<file path="src/rtl/key_debounce_pkg.sv">
// Shared definitions for the pushbutton conditioner: FSM state encodings and
// default timing constants for a 50 MHz system clock.
package key_debounce_pkg;

   typedef enum logic [1:0] {
      IDLE       = 2'b00,
      PRESS_DB   = 2'b01,
      PRESSED    = 2'b10,
      RELEASE_DB = 2'b11
   } state_t;

   // 20 ms debounce window and 1 s long-press threshold at 50 MHz
   localparam int DEFAULT_DB_CYCLES   = 1_000_000;
   localparam int DEFAULT_HOLD_CYCLES = 50_000_000;

endpackage

</file>
<file path="src/rtl/key_debounce_sync_2ff.sv">
// Two-flop synchroniser for a single asynchronous input; the reset value is a
// parameter so the same cell serves active-low and active-high pins alike.
module sync_2ff #(
   parameter logic RESET_VALUE = 1'b1
) (
   input  logic clk,
   input  logic rst_n,
   input  logic d,
   output logic q
);

   logic meta;

   always_ff @(posedge clk or negedge rst_n) begin
      if (!rst_n) begin
         meta <= RESET_VALUE;
         q    <= RESET_VALUE;
      end else begin
         meta <= d;
         q    <= meta;
      end
   end

endmodule

</file>
<file path="src/rtl/key_debounce.sv">
// Debounces an active-low mechanical key into a clean active-high level with
// press/release strobes and a long-press flag; all outputs are registered.
import key_debounce_pkg::*;

module key_debounce #(
   parameter int DB_CYCLES   = DEFAULT_DB_CYCLES,
   parameter int HOLD_CYCLES = DEFAULT_HOLD_CYCLES
) (
   input  logic clk,
   input  logic rst_n,
   input  logic key_in,
   output logic key_level,
   output logic key_press,
   output logic key_release,
   output logic key_hold
);

   localparam int DB_W   = $clog2(DB_CYCLES + 1);
   localparam int HOLD_W = $clog2(HOLD_CYCLES + 1);

   localparam logic [DB_W-1:0]   DB_ONE   = DB_W'(1);
   localparam logic [DB_W-1:0]   DB_LAST  = DB_W'(DB_CYCLES - 1);
   localparam logic [HOLD_W-1:0] HOLD_MAX = HOLD_W'(HOLD_CYCLES);

   logic key_s;

   state_t            state, state_next;
   logic [DB_W-1:0]   db_cnt, db_cnt_next;
   logic [HOLD_W-1:0] hold_cnt, hold_cnt_next, hold_inc;
   logic              key_level_next, key_press_next;
   logic              key_release_next, key_hold_next;

   sync_2ff #(
      .RESET_VALUE (1'b1)
   ) u_sync (
      .clk   (clk),
      .rst_n (rst_n),
      .d     (key_in),
      .q     (key_s)
   );

   assign hold_inc = (hold_cnt == HOLD_MAX) ? hold_cnt : hold_cnt + HOLD_W'(1);

   // The last debounce sample is the one that arrives while the counter
   // already holds DB_CYCLES-1, so the decision registers on that same edge.
   always_comb begin
      state_next       = state;
      db_cnt_next      = db_cnt;
      hold_cnt_next    = hold_cnt;
      key_level_next   = key_level;
      key_press_next   = 1'b0;
      key_release_next = 1'b0;
      key_hold_next    = key_hold;

      case (state)
         IDLE: begin
            if (!key_s) begin
               state_next  = PRESS_DB;
               db_cnt_next = DB_ONE;
            end else begin
               db_cnt_next = '0;
            end
         end

         PRESS_DB: begin
            if (key_s) begin
               state_next  = IDLE;
               db_cnt_next = '0;
            end else if (db_cnt == DB_LAST) begin
               state_next     = PRESSED;
               db_cnt_next    = '0;
               hold_cnt_next  = '0;
               key_level_next = 1'b1;
               key_press_next = 1'b1;
            end else begin
               db_cnt_next = db_cnt + DB_W'(1);
            end
         end

         PRESSED: begin
            hold_cnt_next = hold_inc;
            if (hold_inc == HOLD_MAX) key_hold_next = 1'b1;
            if (key_s) begin
               state_next  = RELEASE_DB;
               db_cnt_next = DB_ONE;
            end
         end

         RELEASE_DB: begin
            hold_cnt_next = hold_inc;
            if (hold_inc == HOLD_MAX) key_hold_next = 1'b1;
            if (!key_s) begin
               state_next  = PRESSED;
               db_cnt_next = '0;
            end else if (db_cnt == DB_LAST) begin
               state_next       = IDLE;
               db_cnt_next      = '0;
               key_level_next   = 1'b0;
               key_release_next = 1'b1;
               key_hold_next    = 1'b0;
            end else begin
               db_cnt_next = db_cnt + DB_W'(1);
            end
         end

         default: begin
            state_next  = IDLE;
            db_cnt_next = '0;
         end
      endcase
   end

   always_ff @(posedge clk or negedge rst_n) begin
      if (!rst_n) begin
         state       <= IDLE;
         db_cnt      <= '0;
         hold_cnt    <= '0;
         key_level   <= 1'b0;
         key_press   <= 1'b0;
         key_release <= 1'b0;
         key_hold    <= 1'b0;
      end else begin
         state       <= state_next;
         db_cnt      <= db_cnt_next;
         hold_cnt    <= hold_cnt_next;
         key_level   <= key_level_next;
         key_press   <= key_press_next;
         key_release <= key_release_next;
         key_hold    <= key_hold_next;
      end
   end

endmodule
</file>
<file path="config.mk">
export PLATFORM = sky130hd
export DESIGN_NAME = key_debounce
export DESIGN_NICKNAME = d
export VERILOG_FILES = /design/src/rtl/key_debounce_pkg.sv /design/src/rtl/key_debounce_sync_2ff.sv /design/src/rtl/key_debounce.sv
export SDC_FILE = /design/constraint.sdc
export NUM_CORES = 1
export LEC_CHECK = 0
export CAP_MARGIN = 0
export CORE_ASPECT_RATIO = 2
export CORE_MARGIN = 2
export CORE_UTILIZATION = 60
export CTS_CLUSTER_SIZE = 12
export DETAILED_ROUTE_END_ITERATION = 10
export GPL_TIMING_DRIVEN = 0
export PLACE_DENSITY_LB_ADDON = 0.08
export SYNTH_ARGS = -nofsm -noshare
export SYNTH_HDL_FRONTEND = slang
export SYNTH_SLANG_ARGS = --single-unit
</file>
<file path="constraint.sdc">
create_clock -name clk -period 4.4 [get_ports clk]
set_input_delay 0.44 -clock clk [delete_from_list [all_inputs] [get_ports clk]]
set_output_delay 0.44 -clock clk [all_outputs]
set_load 0.05 [all_outputs]
</file>
# == Word level (Yosys, flattened, before mapping) ==
# Index checks and enable logic that the tools add are counted.
# totals
regBits,54
in_bits,3
elab_cells,64
# op_classes
add_sub_neg,2
eq_ne,14
muxes,31
reduce_logical,8
# op_table
operator,count
two-way mux 20 bit,4
case mux 20 bit (4 select lines),1
two-way mux 26 bit,3
equality test 26 bit (second input constant),2
case mux 26 bit (2 select lines),1
adder 26 x 1 -> 26 bit (second input constant),1
adder 20 x 1 -> 20 bit (second input constant),1
equality test 20 bit (second input constant),1
two-way mux 1 bit,13
two-way mux 2 bit,6
inequality test 2 bit (second input constant),4
case mux 2 bit (4 select lines),1
nonzero test 2 bit,3
AND reduction 5 bit,1
equality test 2 bit (second input constant),2
inequality test 2 x 1 -> 1 bit (second input constant),2
case mux 1 bit (2 select lines),2
AND reduction 4 bit,1
inequality test 3 x 2 -> 1 bit (second input constant),1
inequality test 3 bit (second input constant),1
AND reduction 3 bit,1
equality test 2 x 1 -> 1 bit (second input constant),1
zero test 2 bit,1
OR reduction 2 bit,1

# == Depth between registers and ports, before layout ==
# logic_depth
ltp_word,7
ltp_mapped,9

# == By module ==
# Synthesis repeated with hierarchy kept, for this count alone.
# unflattened
hier_cells,381
area_unflattened_um2,3219.3
# by_module_without_submodules
mod,n_inst,cells_per_inst,area_each_um2,seq_area_each_um2
key_debounce,1,379,3166.8,1301.2
sync_2ff,1,2,52.6,52.6

# == Worst setup path after synthesis ==
# Ideal clock, no wire load.
# synth_timing
kind,reg2reg
startpoint,register hold_cnt[0]
endpoint,register key_hold
setup_ns,0.076
arrival_time_ns,2.210
required_ns,4.324
slack_ns,2.114
stages_incl_launch_ff,9
synth_period_minus_slack_ns,2.286
cell_sequence,dfrtp_1 > ha_1 > nand3_4 > or4_1 > buf_2 > nor4b_2 > a211oi_1 > or4_1 > o21ai_1
# synth_between
elab_chain_len,7
elab_cells_between_ends,8
cone_classes,add/sub: 1; eq/ne: 2; mux: 5
# synth_rtl
element,line,rtl
start: declaration,key_debounce.sv:29,"logic [HOLD_W-1:0] hold_cnt, hold_cnt_next, hold_inc;"
start signal: assignment,key_debounce.sv:125,hold_cnt <= hold_cnt_next;
adder 26 x 1 -> 26 bit or equality test 26 bit (tied branches),key_debounce.sv:42,assign hold_inc = (hold_cnt == HOLD_MAX) ? hold_cnt : hold_cnt + HOLD_W'(1);
two-way mux 26 bit (*),key_debounce.sv:42,
equality test 26 bit (*),"key_debounce.sv:82, key_debounce.sv:91",
two-way mux 1 bit (*),-,
two-way mux 1 bit,key_debounce.sv:95,end else if (db_cnt == DB_LAST) begin
two-way mux 1 bit,key_debounce.sv:92,if (!key_s) begin
case mux 1 bit (2 select lines) (*),key_debounce.sv:55,case (state)
end signal: assignment,key_debounce.sv:129,key_hold <= key_hold_next;
end: declaration,key_debounce.sv:15,output logic key_hold
# Mark *: on every way between the ends. The rest lies on a longest branch, timed or not.
# A chain may end at the register's enable or synchronous reset.

# == Worst setup path in the final report ==
# Ends and elaborated chain as after synthesis.

==> out/metrics.yaml <==
status: "finished, final reports clean"
synth_fp_nets: 399
area_growth_pct: 9.263
wire_per_inst_um: 16.50
worstPathMaxFanout: 7
synth_cell_types: 59
synth.avg_cell_area_sq_um: 8.765
reg2regPathDepth: 8
cts_tree: "built"
reg2reg_slack_ns: 1.82
worst_pin_slew_ns: 0.6258
max-slew-margin-rel_pct: 58.28
clock_power_share_pct: 45.9
finalSetupViolCount: 0
hp-class: "in -> async"
setup_tns_ns: 0
drt_iter0_markers: 213
grt_use_met2_pct: 40.23
gr-usage-all-layers_pct: 26.29
grt_pass1_vias: 2870
route.vias.total: 3010
critPathKind: "reg -> reg"
drv_slew: 0
p_leak_nw: 1.509
dieArea_sq_mm: 0.006399
die_w_um: 57.58
core_area_sq_mm: 0.005612
clk_pin_slew_worst_paths_ns: 0.07
async_reset_ff_share_pct: 100.0
ios: 7
p_per_area_mw_per_mm2: 259.7
antenna_left: 0
period_share_pct: 58.73
vdd_drop_max_mv: 0.2993
hold_viol_final: 0
die_h_um: 111.2
maxCapViolations: 0
timing.rr.end: "key_hold"
whs_ns: 0.1389
cts_sinks: 54
insertedDiodeCount: 0
synth_seq_area_share_pct: 39.30
final_common_cell: "nand2_1"
fin_crit_ns: 2.584
swShare_pct: 20.47
syn_inst: 393
wl_um: 7738
netSwitchingPower_w: 0.0002001
portBuffers: 6
viasPerCell: 6.418
ys_ff_latch: 54
htreeDepth: 2
layout-drive-gt1-share_pct: 9.069
grt_pass1_wl_um: 13360
design_power_total_w: 0.0009775
end_kind: "flop"
root_buffer: "clkbuf_16"
fin_nets: 413
post_cts_resize_count: 0
row_count: 39
cts_setup_buffers: 0
place_congestion: 0.9750
crit_arrival_ns: 2.81
numCtsBuffers: 5
p_int_w: 0.0007773
crit_start: "hold_cnt[0]"
pwr-share-comb_pct: 2.8
fin_worst_skew_ns: 0.007598
drc: 0
pre_cts_ws_ns: 1.903
p_seq_share_pct: 51.4
synth.cell_area_sq_mm: 0.003445
r2r_start: "hold_cnt[0]"
crit_path_end: "key_hold"
use_met3_pct: 5.251
antenna_found_initial: 0
mostFrequentLayoutCells: "56 x nand2_1, 52 x dfrtp_1, 51 x o21ai_0, 27 x nor2_1, 19 x nand3_1"
ys_warn_count: 0
initial_core_util_pct: 61.38
required_ns: 4.62
use_met1_pct: 35.43
hpwl_um: 5465
worst_slack_ns: 1.816
synth-edff-count: 0
cts_buffer_depth: 2
top_usage_layer: "met2"
overflow: 0
grt_max_degree: 30
firstDrtPassIters: 5
holdBufCountCts: 0
final_util_pct: 67.07
synth_ff_type: "dfrtp_1"
rsz0062_at_grt: "false"
clock_latency_ns: 0.30
start_kind: "flop"
fmax_ghz: 0.3870
==> per-layer routing <==
metal | wire, um | vias up
li1 | - | 1445
met1 | 3331 | 1423
met2 | 3776 | 119
met3 | 423 | 23
met4 | 206 | 0
met5 | 0 | -
==> sequential cells by signal, summed over array words and instances (netlist names), named ones only <==
name,count
key_level,1
hold_cnt,26
key_release,1
state,1
db_cnt,20
u_sync.q,1
key_press,1
key_hold,1
u_sync.meta,1
==> per-stage QoR <==
stage	cells	instance area, sq um
after global placement	460	3581
after detailed placement	461	3596
after CTS	469	3764
after floorplan	393	3445
final	469	3764
after global routing	469	3764
==> critical path: stages, from the launching register on <==
cell	delay (ns)
dfrtp_1	0.34
ha_1	0.31
nand3_4	0.15
or4_1	0.54
buf_2	0.17
nor3_1	0.32
a31oi_1	0.17
a2111o_1	0.37
o21ai_1	0.13
==> cells by family after synthesis <==
| kind of cell | share of synthesized area (%) |
|---|---|
| and+or+nand+nor | 27.79 |
| AOI/OAI and AO/OA | 17.73 |
| adders and majority gates | 1.090 |
| xor gates and xnor gates | 6.865 |
| muxes | 0.2906 |
| DFF | 39.30 |
| buffers and inverters | 6.938 |
==> Yosys cell counts (3+ instances only) <==
| master | instances | area share [%] |
|---|---|---|
| dfrtp_1 | 52 | 38 |
| a22o_1 | 3 | 0.76 |
| o211a_1 | 3 | 0.87 |
| nor3_1 | 7 | 1.0 |
| o31ai_1 | 9 | 2.0 |
| xor2_1 | 13 | 3.3 |
| and3_1 | 6 | 1.1 |
| clkbuf_1 | 14 | 1.5 |
| a31oi_1 | 6 | 1.1 |
| nand4_1 | 12 | 2.2 |
| buf_2 | 4 | 0.58 |
| nand3_1 | 19 | 2.8 |
| o41ai_1 | 3 | 0.76 |
| or4_1 | 4 | 0.87 |
| nor2b_1 | 7 | 1.3 |
| nand2_1 | 56 | 6.1 |
| buf_6 | 4 | 1.3 |
| a21oi_1 | 4 | 0.58 |
| and4_1 | 3 | 0.76 |
| a311oi_1 | 3 | 0.76 |
| nor2_1 | 27 | 2.9 |
| xnor2_1 | 14 | 3.6 |
| ha_1 | 3 | 1.1 |
| inv_1 | 9 | 0.98 |
| o21ai_0 | 51 | 7.4 |
| clkbuf_8 | 5 | 2.0 |
| nor4_1 | 8 | 1.5 |
==> how the worst min path moves through the flow <==
stage                     slack [ns]        start      endpoint
final                           0.14        rst_n  hold_cnt[18]
after global routing            0.21        rst_n  hold_cnt[22]
after CTS                       0.16        rst_n  hold_cnt[18]
after detailed placement        0.35  u_sync.meta      u_sync.q
after floorplan                 0.14        rst_n     async pin
after global placement          0.35  u_sync.meta      u_sync.q
==> area by class of cell <==
type	count	area [sq um]
multi-input cells	300	1852
fillers	468	1848
flip-flops and latches	54	1354
plain buffers	30	205.2
clock buffers	6	128.9
well taps	61	76.32
repair buffers	7	75.07
clock inverters	2	38.79
inverters	9	33.78
==> power groups by stage <==
stage,clock network [W],logic [W],registers [W]
3_5_place_dp,0,0.0000279,0.000511
2_1_floorplan,0,0.0000113,0.000511
6_report,0.000448,0.0000272,0.000502
4_1_cts,0.000457,0.0000280,0.000502
3_3_place_gp,0,0.0000253,0.000511
5_1_grt,0.000474,0.0000321,0.000502
No activity file was read; power rests on OpenSTA's default activity.
